--- src/rtl/table_wr_packer.sv ---
// table_wr_packer: buffers single-entry table writes in a FIFO and packs up to INPUT_RATE per cycle onto the wide write bus
module table_wr_packer #(
  parameter int TABLE_SIZE = 32,
  parameter int DATA_WIDTH = 8,
  parameter int INPUT_RATE = 2,
  parameter int FIFO_DEPTH = 8,
  parameter int FLUSH_TIMEOUT = 4,
  localparam int IW = $clog2(TABLE_SIZE),
  localparam int CW = $clog2(FIFO_DEPTH + 1)
) (
  input  logic                             clk,
  input  logic                             rst,
  input  logic                             req_valid,
  output logic                             req_ready,
  input  logic [IW-1:0]                    req_index,
  input  logic [DATA_WIDTH-1:0]            req_data,
  input  logic                             flush,
  output logic                             wr_en,
  output logic [INPUT_RATE*IW-1:0]         index_wr,
  output logic [INPUT_RATE*DATA_WIDTH-1:0] data_wr,
  output logic [CW-1:0]                    pending
);
  localparam int PW = FIFO_DEPTH > 1 ? $clog2(FIFO_DEPTH) : 1;
  localparam int TW = FLUSH_TIMEOUT > 1 ? $clog2(FLUSH_TIMEOUT) : 1;
  localparam int EW = IW + DATA_WIDTH;
  localparam int AW = CW + 1;

  logic [EW-1:0] mem [FIFO_DEPTH];
  logic [PW-1:0] head, tail;
  logic [CW-1:0] count, n;
  logic [TW-1:0] tmr;
  logic push, full, part;
  logic [INPUT_RATE*IW-1:0] idx_n;
  logic [INPUT_RATE*DATA_WIDTH-1:0] dat_n;

  // Pointer sums never reach twice the depth, so one conditional subtract wraps them.
  function automatic logic [PW-1:0] wrap(input logic [AW-1:0] p);
    return p >= AW'(FIFO_DEPTH) ? PW'(p - AW'(FIFO_DEPTH)) : PW'(p);
  endfunction

  assign req_ready = !rst && count < CW'(FIFO_DEPTH);
  assign push = req_valid && req_ready;
  assign full = count >= CW'(INPUT_RATE);
  assign part = count != '0 && !full && (flush || tmr == TW'(FLUSH_TIMEOUT - 1));
  assign n = full ? CW'(INPUT_RATE) : part ? count : '0;
  assign pending = count;

  // Lane k reads entry head+k; lanes past the batch size repeat the newest popped entry.
  for (genvar k = 0; k < INPUT_RATE; k++) begin : g_lane
    logic [CW-1:0] off;
    logic [EW-1:0] ent;
    assign off = (CW'(k) < n || n == '0) ? CW'(k) : n - CW'(1);
    assign ent = mem[wrap(AW'(head) + AW'(off))];
    assign idx_n[k*IW +: IW] = ent[EW-1 -: IW];
    assign dat_n[k*DATA_WIDTH +: DATA_WIDTH] = ent[DATA_WIDTH-1:0];
  end

  // Request storage; contents need no reset since the pointers define validity.
  always_ff @(posedge clk)
    if (push) mem[tail] <= {req_index, req_data};

  // Pointers, occupancy, batch timer and the registered write bus.
  always_ff @(posedge clk or posedge rst)
    if (rst) begin
      head <= '0;
      tail <= '0;
      count <= '0;
      tmr <= '0;
      wr_en <= 1'b0;
      index_wr <= '0;
      data_wr <= '0;
    end else begin
      if (push) tail <= wrap(AW'(tail) + AW'(1));
      head <= wrap(AW'(head) + AW'(n));
      count <= count + CW'(push) - n;
      tmr <= (count == '0 || n != '0) ? '0 : tmr == TW'(FLUSH_TIMEOUT - 1) ? tmr : tmr + TW'(1);
      wr_en <= n != '0;
      if (n != '0) begin
        index_wr <= idx_n;
        data_wr <= dat_n;
      end
    end
endmodule

--- config.mk ---
export PLATFORM = sky130hd
export DESIGN_NAME = table_wr_packer
export DESIGN_NICKNAME = d
export VERILOG_FILES = /design/src/rtl/table_wr_packer.sv
export SDC_FILE = /design/constraint.sdc
export NUM_CORES = 1
export LEC_CHECK = 0
export ABC_AREA = 0
export CAP_MARGIN = 20
export CORE_MARGIN = 2
export CORE_UTILIZATION = 44
export DETAILED_ROUTE_END_ITERATION = 8
export PLACE_DENSITY = 0.61
export RECOVER_POWER = 50
export SYNTH_ARGS = -nofsm -noshare
export SYNTH_HDL_FRONTEND = slang
export SYNTH_SLANG_ARGS = --single-unit
export TNS_END_PERCENT = 20
--- constraint.sdc ---
create_clock -name clk -period 10.8 [get_ports clk]
set_input_delay 2.16 -clock clk [delete_from_list [all_inputs] [get_ports clk]]
set_output_delay 2.16 -clock clk [all_outputs]
set_load 0.005 [all_outputs]
; Yosys cells after proc, flatten, opt, wreduce, memory -nomap -nowiden
; Memories as Yosys holds them, arrays and structs flattened. A register that Yosys moved wholly into a read port is not among the register bits.
; Index checks and enable logic that the tools add are counted.
[word_totals]
ff_bits = 13
ramBits = 104
wordCells = 54
n_memories = 1
mem_bits_ro = 0
output_inout_bits = 32
inputBits = 17
latchBits = 0
[mem_list]
columns = memory, depth, word_bits, read_ports, rd_clocked_by_memory_dff, wr, line_no
row1 = mem, 8, 13, 2, 2, 1, 28  ; logic [EW-1:0] mem [FIFO_DEPTH];
[op_classes]
n_eq_ne = 2
n_reduce_logical = 14
n_addsub = 12
shifts = 0
magnitude_cmp = 8
muxes = 12
n_bitwise = 0
div = 0
multipliers = 0
[op_table]
columns = cell, count
row1 = two-way mux 4 bit, 4
row2 = adder 3 x 4 -> 5 bit, 3
row3 = greater-or-equal comparator 5 x 4 -> 1 bit (second input constant), 3
row4 = two-way mux 3 bit, 4
row5 = subtractor 3 x 1 -> 3 bit (second input constant), 4
row6 = zero test 4 bit, 2
row7 = less-than comparator 1 x 4 -> 1 bit (first input constant), 2
row8 = nonzero test 4 bit, 2
row9 = adder 3 x 1 -> 4 bit (second input constant), 1
row10 = adder 4 x 1 -> 4 bit, 1
row11 = greater-or-equal comparator 4 x 2 -> 1 bit (second input constant), 1
row12 = greater-or-equal comparator 4 bit (second input constant), 1
row13 = logical AND 1 bit, 4
row14 = logical OR 1 bit, 4
row15 = less-than comparator 4 bit (second input constant), 1
row16 = two-way mux 2 bit, 2
row17 = subtractor 4 x 1 -> 4 bit (second input constant), 1
row18 = subtractor 4 bit, 1
row19 = adder 2 x 1 -> 2 bit (second input constant), 1
row20 = equality test 2 bit (second input constant), 1
row21 = zero test 1 bit, 2
row22 = two-way mux 1 bit, 2
row23 = != test 2 bit (second input constant), 1

; Logic depth before layout (Yosys ltp)
; Gate-level depths: netlist of the first run.
[logic_depth]
ltp_word = 12
depth_mapped = 18
ltp_nobuf = 16

; Least setup slack after synthesis of the first run
; OpenSTA, ideal clock, no wires.
[synth_path]
kind = in2reg
startpoint = in flush
endpoint = reg data_wr[10] (read register of mem)
cell_stages = 16
t_arrival_ns = 4.823
setup_slack_ns = 5.851
path_buffers = 3
required_time_ns = 10.674
setup_ns = 0.126
cell_sequence = nor2_1 > or2_1 > buf_2 > inv_1 > ha_1 > nor2_1 > nor2_1 > nand3_1 > ha_1 > inv_1 > fa_1 > buf_2 > clkbuf_1 > mux4_2 > mux2i_1 > a21oi_1
[synth_via]
elab_chain_cells = 10
elab_cells_between_ends = 14
classes_between = 3 x add/sub / 2 x order compare / 4 x mux / 5 x reduce/logical
[synth_rtl]
columns = item, line_no
row1 = start: declaration, 17  ; input logic flush,
row2 = logical OR 1 bit *, 44  ; assign part = count != '0 && !full && (flush || tmr == TW'(FLUSH_TIMEOUT - 1));
row3 = logical AND 1 bit *, 44
row4 = two-way mux 4 bit * (2 in a row), 45  ; assign n = full ? CW'(INPUT_RATE) : part ? count : '0;
row5 = less-than comparator 1 x 4 -> 1 bit / zero test 4 bit (equally long branches), 52  ; assign off = (CW'(k) < n || n == '0) ? CW'(k) : n - CW'(1);
row6 = logical OR 1 bit, 52
row7 = two-way mux 4 bit, 52
row8 = adder 3 x 4 -> 5 bit, 53  ; assign ent = mem[wrap(AW'(head) + AW'(off))];
row9 = greater-or-equal comparator 5 x 4 -> 1 bit / subtractor 3 x 1 -> 3 bit (equally long branches), 38  ; return p >= AW'(FIFO_DEPTH) ? PW'(p - AW'(FIFO_DEPTH)) : PW'(p);
row10 = two-way mux 3 bit, 38
row11 = end: declaration, 20  ; output logic [INPUT_RATE*DATA_WIDTH-1:0] data_wr,
; Mark *: on every way between the ends. The rest lies on a longest branch, timed or not.
; A chain may end at the register's enable or synchronous reset.

; Final worst setup path of the first run
[layout_path]
startpoint = in rst
endpoint = out req_ready
[layout_via]
elab_chain_cells = 2
[layout_rtl]
columns = item, line_no
row1 = start: declaration, 12  ; input logic rst,
row2 = zero test 1 bit (no source line), --
row3 = logical AND 1 bit, 41  ; assign req_ready = !rst && count < CW'(FIFO_DEPTH);
row4 = end: declaration, 14  ; output logic req_ready,
; Every way passes these cells.

==> results.toml, run 1 <==
[synth]
yosysTopAreaCell = "edfxtp_1"
synth_top_family_by_area = "multiplexers"
synth_compound_area_share_pct = 3.19
netlist-cell-type-count = 30
syn_area_per_cell_sq_um = 16.8
synthCells = 384
synth.mux.area_fraction_pct = 20.5
syn_area_sq_mm = 0.00646
ys_seq_area_share_pct = 63.4
synth_seq_cells = 143
yosysWarnings = 0
synth_xor_area_share_pct = 1.34
yosys.area_share.adder_pct = 3.44
synth_top_cell_area_share_pct = 48.3
synth.area.top_cells = "edfxtp_1, mux4_2, dfrtp_1, ha_1, mux2i_1"
synthesis.nets = 417
synthSimpleGateAreaFrac_pct = 5.28

[final_layout]
fillCellCount = 1152
fin_util_pct = 53.6
drive_above_1_share_pct = 22.4
final_cell_area_sq_mm = 0.00773
nets = 470
stdcell_count = 634
syn_to_final_growth_pct = 19.6
num_antenna_cells = 0
regArea_sq_mm = 0.00410
multi_input_area_sq_mm = 0.00221

[flow_run]
cap_viol_max_count = 1

[detailed_routing]
drt_iter0_drc = 203
ant_nets = 0
drc_errors = 0
detail_route.vias_per_cell = 5.43
wire_per_inst_microns = 20.5
firstDrtPassIters = 4
num_vias = 3440
routed_wl_mm = 13.0

[worst_setup_path]
worstSetupEndpointType = "primary output"
crit_type = "input port to primary output"
reg2reg_slack_ns = 6.82
critPathLaunchType = "input port"
worst_r2r_endpoint = "index_wr[7]"
crit_family = "buffers and inverters"
worst_path_largest_cell_delay_ns = 0.55
worstRegToRegCells = 17
cp.required_ns = 8.64
worstPathArrival_ns = 3.35
crit-reg2reg-launch = "pending[2]"
critPathMaxFanout = 2
path_buf_inv = 2
cp_cell_sequence = "dlygate4sd3_1, nor2_1, clkdlybuf4s50_1"
crit_slowest_cell = "dlygate4sd3_1"

[floorplan]
die_h_microns = 125
rows = 44
die_x_microns = 125
start_util_pct = 44.8
die_area_sq_mm = 0.0157
coreArea_sq_mm = 0.0144
pin_count = 49

[placed_design]
dp.cells = 602
place_area_sq_mm = 0.00713
dp_hpwl_mm = 8.04
place_ws_ns = 5.09
io_buffers = 48
gp_congestion = 0.752

[clocking]
cts_tree = "built"
postCtsSetupBuffers = 0
clockBufferDepth = 2
cts_hold_buf = 0
insertion_delay_ns = 0.41
cts_sinks = 143
cts_buffers = 17
clkTransAtPathRegs_ns = 0.06
cts_resized = 0
root_buffer = "clkbuf_16"
ctsHtreeMaxLevel = 4

[timing]
period_minus_slack_ns = 5.51
finalCritPeriodShare_pct = 51.0
relSlewSlack_pct = -53.1
report.final.setup_viol = 0
tightest_slew_ns = 2.30
fin_hold_ws_ns = 0.522
setup-tns-final_ns = 0
final_max_slew_viol_count = 40
hold_viol = 0
rsz0062_at_grt = "false"
clock_skew_ns = 0.00907
max_freq_mhz = 182
worst_slack_ns = 5.29

[power]
p_leak_nw = 2.77
peakVddDrop_mv = 0.214
p_total_mw = 2.32
power_density_mw_per_mm2 = 300

[outcome]
status = "finished, violations left"
failed_checks = "capacitance limit, slew limit"

[global_routing]
track_usage_pct = 17.8
grt_pass1_vias = 3622
antenna_found_initial = 0
grt_pass1_wl_mm = 20.5
grt_overflow = 0
grt_max_degree = 40

[hold_path]
whs_endpoint = "data_wr[8]"
hold_depth = 2
min_from = "data_wr[8]"
min_path_type = "flop to flop"
## cell usage after synthesis
cell type and number:
o21ai_0 1, nand2_1 31, buf_2 8, mux2_2 1
a21oi_1 14, dfrtp_1 39, xnor2_2 1, clkbuf_1 6
fa_1 3, mux4_2 52, or2_1 1, nand3_1 1
inv_1 14, and2_1 1, nor2_4 1, o21ai_4 1
a31oi_1 13, mux2i_1 14, nand2b_1 4, buf_6 3
nor3_1 5, o311ai_4 1, edfxtp_1 104, ha_1 13
a21o_1 1, xor2_1 4, xnor2_1 4, buf_4 5
nor2_1 37, nand3b_1 1
## cell type report
type	instances	share of cell area, %
Clock buffer	17	5.50
Clock inverter	15	2.27
Inverter	14	0.680
Multi-Input combinational cell	205	28.6
Sequential cell	143	53.0
Tap cell	184	2.98
Timing Repair Buffer	56	6.94
## worst max-delay path by stage
| stage | start | endpoint | depth (start not counted) | slack, ns |
|---|---|---|---|---|
| CTS | rst | req_ready | 3 | 5.41 |
| global placement | flush | data_wr[13] | 13 | 5.14 |
| detailed placement | flush | data_wr[15] | 13 | 5.09 |
| finish | rst | req_ready | 3 | 5.29 |
| floorplan | flush | data_wr[10] | 16 | 5.85 |
| global route | flush | data_wr[11] | 13 | 5.12 |
## worst min-delay path, stage by stage, from the launching register on
cell     delay [ns]
dfrtp_1        0.33
nor2_1         0.05
a21oi_1        0.10
## report_power, final
group	internal [mW]	switching [mW]
combinational	0.502	0.435
sequential	0.696	0.0937
clock	0.380	0.211
total	1.58	0.739
## flip-flops by register name, indices dropped and copies added, names as in the netlist
name and cells:
mem 104, tmr 2, tail 3, head 3, index_wr 10, pending 4
data_wr 16, wr_en 1
## metal layers
layer	part of all wire, %	global-route usage [%]	vias up
li1	-	-	1584
met1	41	21.8	1758
met2	54	31.2	89
met3	4.1	3.68	9
met4	1.1	6.80	0
met5	0	0	-
## cell usage in the layout, fill, tap and decap left out, types with 6 or more instances in the layout
| cell type | synthesis | layout |
|---|---|---|
| buf_4 | 5 | 7 |
| mux2i_1 | 14 | 14 |
| dfrtp_1 | 39 | 38 |
| nand2_1 | 31 | 31 |
| nor2_2 | 0 | 6 |
| dlygate4sd3_1 | 0 | 26 |
| a31oi_1 | 13 | 13 |
| edfxtp_1 | 104 | 104 |
| nor2_1 | 37 | 31 |
| ha_1 | 13 | 13 |
| a21oi_1 | 14 | 14 |
| clkbuf_16 | 0 | 17 |
| inv_1 | 14 | 13 |
| mux4_2 | 52 | 52 |
| clkdlybuf4s50_1 | 0 | 22 |
## logic make-up after synthesis
group / Yosys count
DFF: 143
and+or+nand+nor: 82
muxes: 67
buffers and inverters: 36
AOI/OAI and AO/OA: 31
adders and majority gates: 16
xor gates and xnor gates: 9
Power figures use the tool's default switching activity.
==> inputs of run 2 (changes only) <==
- clock period: 10.8 -> 5.3 ns (I/O delays scaled with it)
==> results.toml, run 2 (same netlist as run 1, synthesis figures left out) <==
[placed_design]
gp_congestion = 0.733
io_buffers = 48
place_ws_ns = 0.529
dp_hpwl_mm = 8.02

[clocking]
cts_hold_buf = 0
insertion_delay_ns = 0.41
clkTransAtPathRegs_ns = 0.06
root_buffer = "clkbuf_16"
cts_resized = 0
clockBufferDepth = 2
cts_sinks = 143
ctsHtreeMaxLevel = 4
cts_buffers = 17
postCtsSetupBuffers = 0
cts_tree = "built"

[power]
p_sw_mw = 1.54
clockPowerShare_pct = 24.7
peakVddDrop_mv = 0.284
power_density_mw_per_mm2 = 608
sw_frac_of_total_pct = 32.9
power.internal_mw = 3.14
seq_power_share_pct = 34.4
comb_power_share_pct = 40.9
p_leak_nw = 2.76

[final_layout]
nets = 471
mostFrequentLayoutCells = "edfxtp_1, mux4_2, dfrtp_1, nor2_1, nand2_1"
fillCellCount = 1138
layout_commonest_cell = "edfxtp_1"
top_regs = "mem x104, data_wr x16, index_wr x10"
syn_to_final_growth_pct = 19.3
num_antenna_cells = 0
multi_input_area_sq_mm = 0.00220
regArea_sq_mm = 0.00410
fin_util_pct = 53.5
drive_above_1_share_pct = 23.5
regMostFlops = "mem"
largest_reg_flops = 104

[hold_path]
min_path_type = "flop to flop"

[timing]
worst_slack_ns = 0.825
relSlewSlack_pct = -48.5
report.final.setup_viol = 0
rsz0062_at_grt = "false"
finalCritPeriodShare_pct = 84.4
clock_skew_ns = 0.00748
tightest_slew_ns = 2.23
setup-tns-final_ns = 0
period_minus_slack_ns = 4.47
final_max_slew_viol_count = 40
hold_viol = 0
max_freq_mhz = 223

[floorplan]
coreArea_sq_mm = 0.0144
rows = 44
die_area_sq_mm = 0.0157
start_util_pct = 44.8
pin_count = 49
die_x_microns = 125
die_h_microns = 125

[detailed_routing]
firstDrtPassIters = 4
num_vias = 3475
drt_iter0_drc = 241
detail_route.vias_per_cell = 5.47
routed_wl_mm = 13.3
ant_nets = 0
drc_errors = 0
wire_per_inst_microns = 21.0

[worst_setup_path]
cp.required_ns = 5.58
cp_cell_sequence = "clkdlybuf4s50_1, nor2_1, or2_0, inv_1, ha_1, nor2_1, nor2_1, nand3_1, ha_1, inv_1, fa_1, xnor2_1, xnor2_2, buf_4, mux2i_1, a21oi_1"
crit_family = "buffers and inverters"
critPathMaxFanout = 8
critPathMostFrequentCell = "nor2_1"
crit_slowest_cell = "xnor2_2"
worst_path_largest_cell_delay_ns = 0.68
crit_type = "input port to flop"
critPathLaunchType = "input port"
worstSetupEndpointType = "flop"
worstPathArrival_ns = 4.75
path_buf_inv = 4

[global_routing]
antenna_found_initial = 0
track_usage_pct = 18.2
grt_pass1_wl_mm = 21.3
grt_max_degree = 40
grt_pass1_vias = 3710
grt_overflow = 0

[outcome]
failed_checks = "capacitance limit, slew limit"
status = "finished, violations left"

[flow_run]
cap_viol_max_count = 1
[run 2: changes by cell type in the layout (fill, tap and decap cells not counted)]
cell        delta
buf_4          +1
clkinv_1       -4
clkbuf_8       +1
bufinv_16      -2
clkinv_2       -1
inv_6          +1
clkinv_4       +1
nor3_4         -1
clkinvlp_4     +4
nor3_2         +1
[run 2: power groups by stage]
stage	Clock, mW	Sequential (mW)	Combinational [mW]
floorplan	0	1.55	1.44
global placement	0	1.64	1.94
detailed placement	0	1.65	1.96
CTS	1.18	1.62	1.98
global route	1.23	1.66	2.09
finish	1.16	1.61	1.92
[run 2: metrics by stage]
step	cell area [sq um]	hold WS (ns)	total power, mW	cells
floorplan	6460	0.480	3.00	384
global placement	7140	0.514	3.58	603
detailed placement	7140	0.503	3.61	603
CTS	7720	0.516	4.78	635
global route	7710	0.545	4.98	635
finish	7710	0.512	4.69	635
[run 2: final cells by class]
class                           instances  area share, %
Sequential cell                       143           53.2
Multi-Input combinational cell        205           28.6
Timing Repair Buffer                   57           7.06
Clock buffer                           18           5.69
Tap cell                              184           2.98
Clock inverter                         14           1.85
Inverter                               14          0.681
[run 2: final timing paths]
path / endpoint / slack, ns / startpoint / cells after the start
setup reg to reg: data_wr[15] / 1.17 / pending[2] / 17
setup / recovery: data_wr[15] / 0.83 / flush / 16
max in group asynchronous: head[0] / 1.94 / rst / 3
min in group asynchronous: data_wr[6] / 1.93 / rst / 3
hold reg to reg: tail[0] / 0.51 / tail[0] / 1
hold / removal: tail[0] / 0.51 / tail[0] / 1
[run 2: routing by layer]
layer | up-vias | track usage [%] | share of wire (%)
li1 | 1593 | - | -
met1 | 1778 | 22.7 | 41
met2 | 94 | 32.1 | 52
met3 | 10 | 3.94 | 5.6
met4 | 0 | 5.62 | 1.2
met5 | - | 0 | 0
[run 2: worst reg2reg max path: cells and delay by family, from the launching register on]
| family | cells | cell delay, ns |
|---|---|---|
| buf+inv | 4 | 0.63 |
| mux | 1 | 0.22 |
| flops | 1 | 0.46 |
| fa+ha+maj | 4 | 0.97 |
| simple gates | 5 | 0.78 |
| compound gates | 1 | 0.08 |
| xor+xnor | 2 | 0.85 |
==> inputs of run 3 (changes only) <==
- PLACE_DENSITY: 0.61 -> 0.63
- clock period: 5.3 -> 3.8 ns (I/O delays scaled with it)
==> results.toml, run 3 (same netlist as run 1, synthesis figures left out) <==
[global_routing]
grt_pass1_wl_mm = 21.6
grt_overflow = 0
track_usage_pct = 18.7
antenna_found_initial = 0
grt_pass1_vias = 3840
grt_max_degree = 56

[flow_run]
cap_viol_max_count = 1

[timing]
setup-tns-final_ns = 0
rsz0062_at_grt = "false"
hold_viol = 0
tightest_slew_ns = 1.83
fin_hold_ws_ns = 0.521
final_max_slew_viol_count = 29
relSlewSlack_pct = -22.2
report.final.setup_viol = 0
max_freq_mhz = 295
clock_skew_ns = 0.00881
finalCritPeriodShare_pct = 89.2
worst_slack_ns = 0.412
period_minus_slack_ns = 3.39

[floorplan]
rows = 44
die_x_microns = 125
coreArea_sq_mm = 0.0144
start_util_pct = 44.8
die_h_microns = 125
pin_count = 49
die_area_sq_mm = 0.0157

[outcome]
status = "finished, violations left"
failed_checks = "capacitance limit, slew limit"

[clocking]
cts_sinks = 143
postCtsSetupBuffers = 0
cts_hold_buf = 0
clockBufferDepth = 2
root_buffer = "clkbuf_16"
cts_resized = 0
insertion_delay_ns = 0.41
cts_buffers = 17
ctsHtreeMaxLevel = 4
clkTransAtPathRegs_ns = 0.06
cts_tree = "built"

[final_layout]
syn_to_final_growth_pct = 23.1
final_cell_area_sq_mm = 0.00796
largest_reg_flops = 104
drive_above_1_share_pct = 24.8
mostFrequentLayoutCells = "edfxtp_1, mux4_2, dfrtp_1, nor2_1, nand2_1"
num_antenna_cells = 0
stdcell_count = 652
fin_util_pct = 55.2
layout_commonest_cell = "edfxtp_1"
nets = 488
regMostFlops = "mem"
top_regs = "mem x104, data_wr x16, index_wr x10"

[power]
p_leak_nw = 2.91
power_density_mw_per_mm2 = 885
p_total_mw = 7.04
peakVddDrop_mv = 0.495

[detailed_routing]
drc_errors = 0
drt_iter0_drc = 197
wire_per_inst_microns = 21.2
routed_wl_mm = 13.9
ant_nets = 0
firstDrtPassIters = 4
detail_route.vias_per_cell = 5.53
num_vias = 3605

[placed_design]
gp_congestion = 0.743
io_buffers = 48
dp.cells = 620
dp_hpwl_mm = 8.51
place_ws_ns = 0.0225
place_area_sq_mm = 0.00729

[worst_setup_path]
worstPathArrival_ns = 3.65
worst_r2r_endpoint = "data_wr[14]"
critPathLaunchType = "input port"
worstRegToRegCells = 15
critPathLaunch = "flush"
worstSetupEndpointType = "flop"
crit-reg2reg-launch = "pending[3]"
critPathMaxFanout = 14
reg2reg_slack_ns = 0.42
cp.required_ns = 4.06
crit_type = "input port to flop"

[hold_path]
whs_endpoint = "data_wr[8]"
min_path_type = "flop to flop"
hold_depth = 2
min_from = "data_wr[8]"
run 3: layout make-up:
cell class	instances	area [sq um]
Clock buffer	19	443
Clock inverter	13	235
Fill cell	1121	6460
Inverter	14	52.6
Multi-Input combinational cell	205	2190
Sequential cell	143	4100
Tap cell	184	230
Timing Repair Buffer	74	709
run 3: power by group:
group          switching, mW  total [mW]  internal (mW)
clock                  0.640        1.89           1.25
sequential             0.204        2.18           1.98
combinational           1.36        2.97           1.60
total                   2.21        7.04           4.83
run 3: how the worst max path moves through the flow:
stage	to	slack, ns	depth (start not counted)
final	data_wr[14]	0.41	14
after floorplan	data_wr[10]	0.25	16
after global placement	data_wr[14]	0.06	14
after global routing	data_wr[14]	0.17	15
after detailed placement	data_wr[13]	0.02	15
after CTS	data_wr[14]	0.39	15
run 3: worst max-delay path, stage by stage:
cell             delay [ns]
clkdlybuf4s50_1        0.45
nor2_1                 0.04
or2_1                  0.29
ha_1                   0.24
nor2_1                 0.14
nor2_1                 0.06
nand3_1                0.08
ha_1                   0.13
inv_1                  0.04
fa_1                   0.59
buf_12                 0.18
mux4_2                 0.31
mux2i_1                0.22
a21oi_1                0.09
run 3: layer usage:
layer  part of all wire, %  global-route usage, %  vias up
met5                     0                      0        -
met4                   1.7                   7.06        0
met3                   3.7                   3.51       21
met2                    53                   32.0       87
met1                    42                   23.8     1871
li1                      -                      -     1626
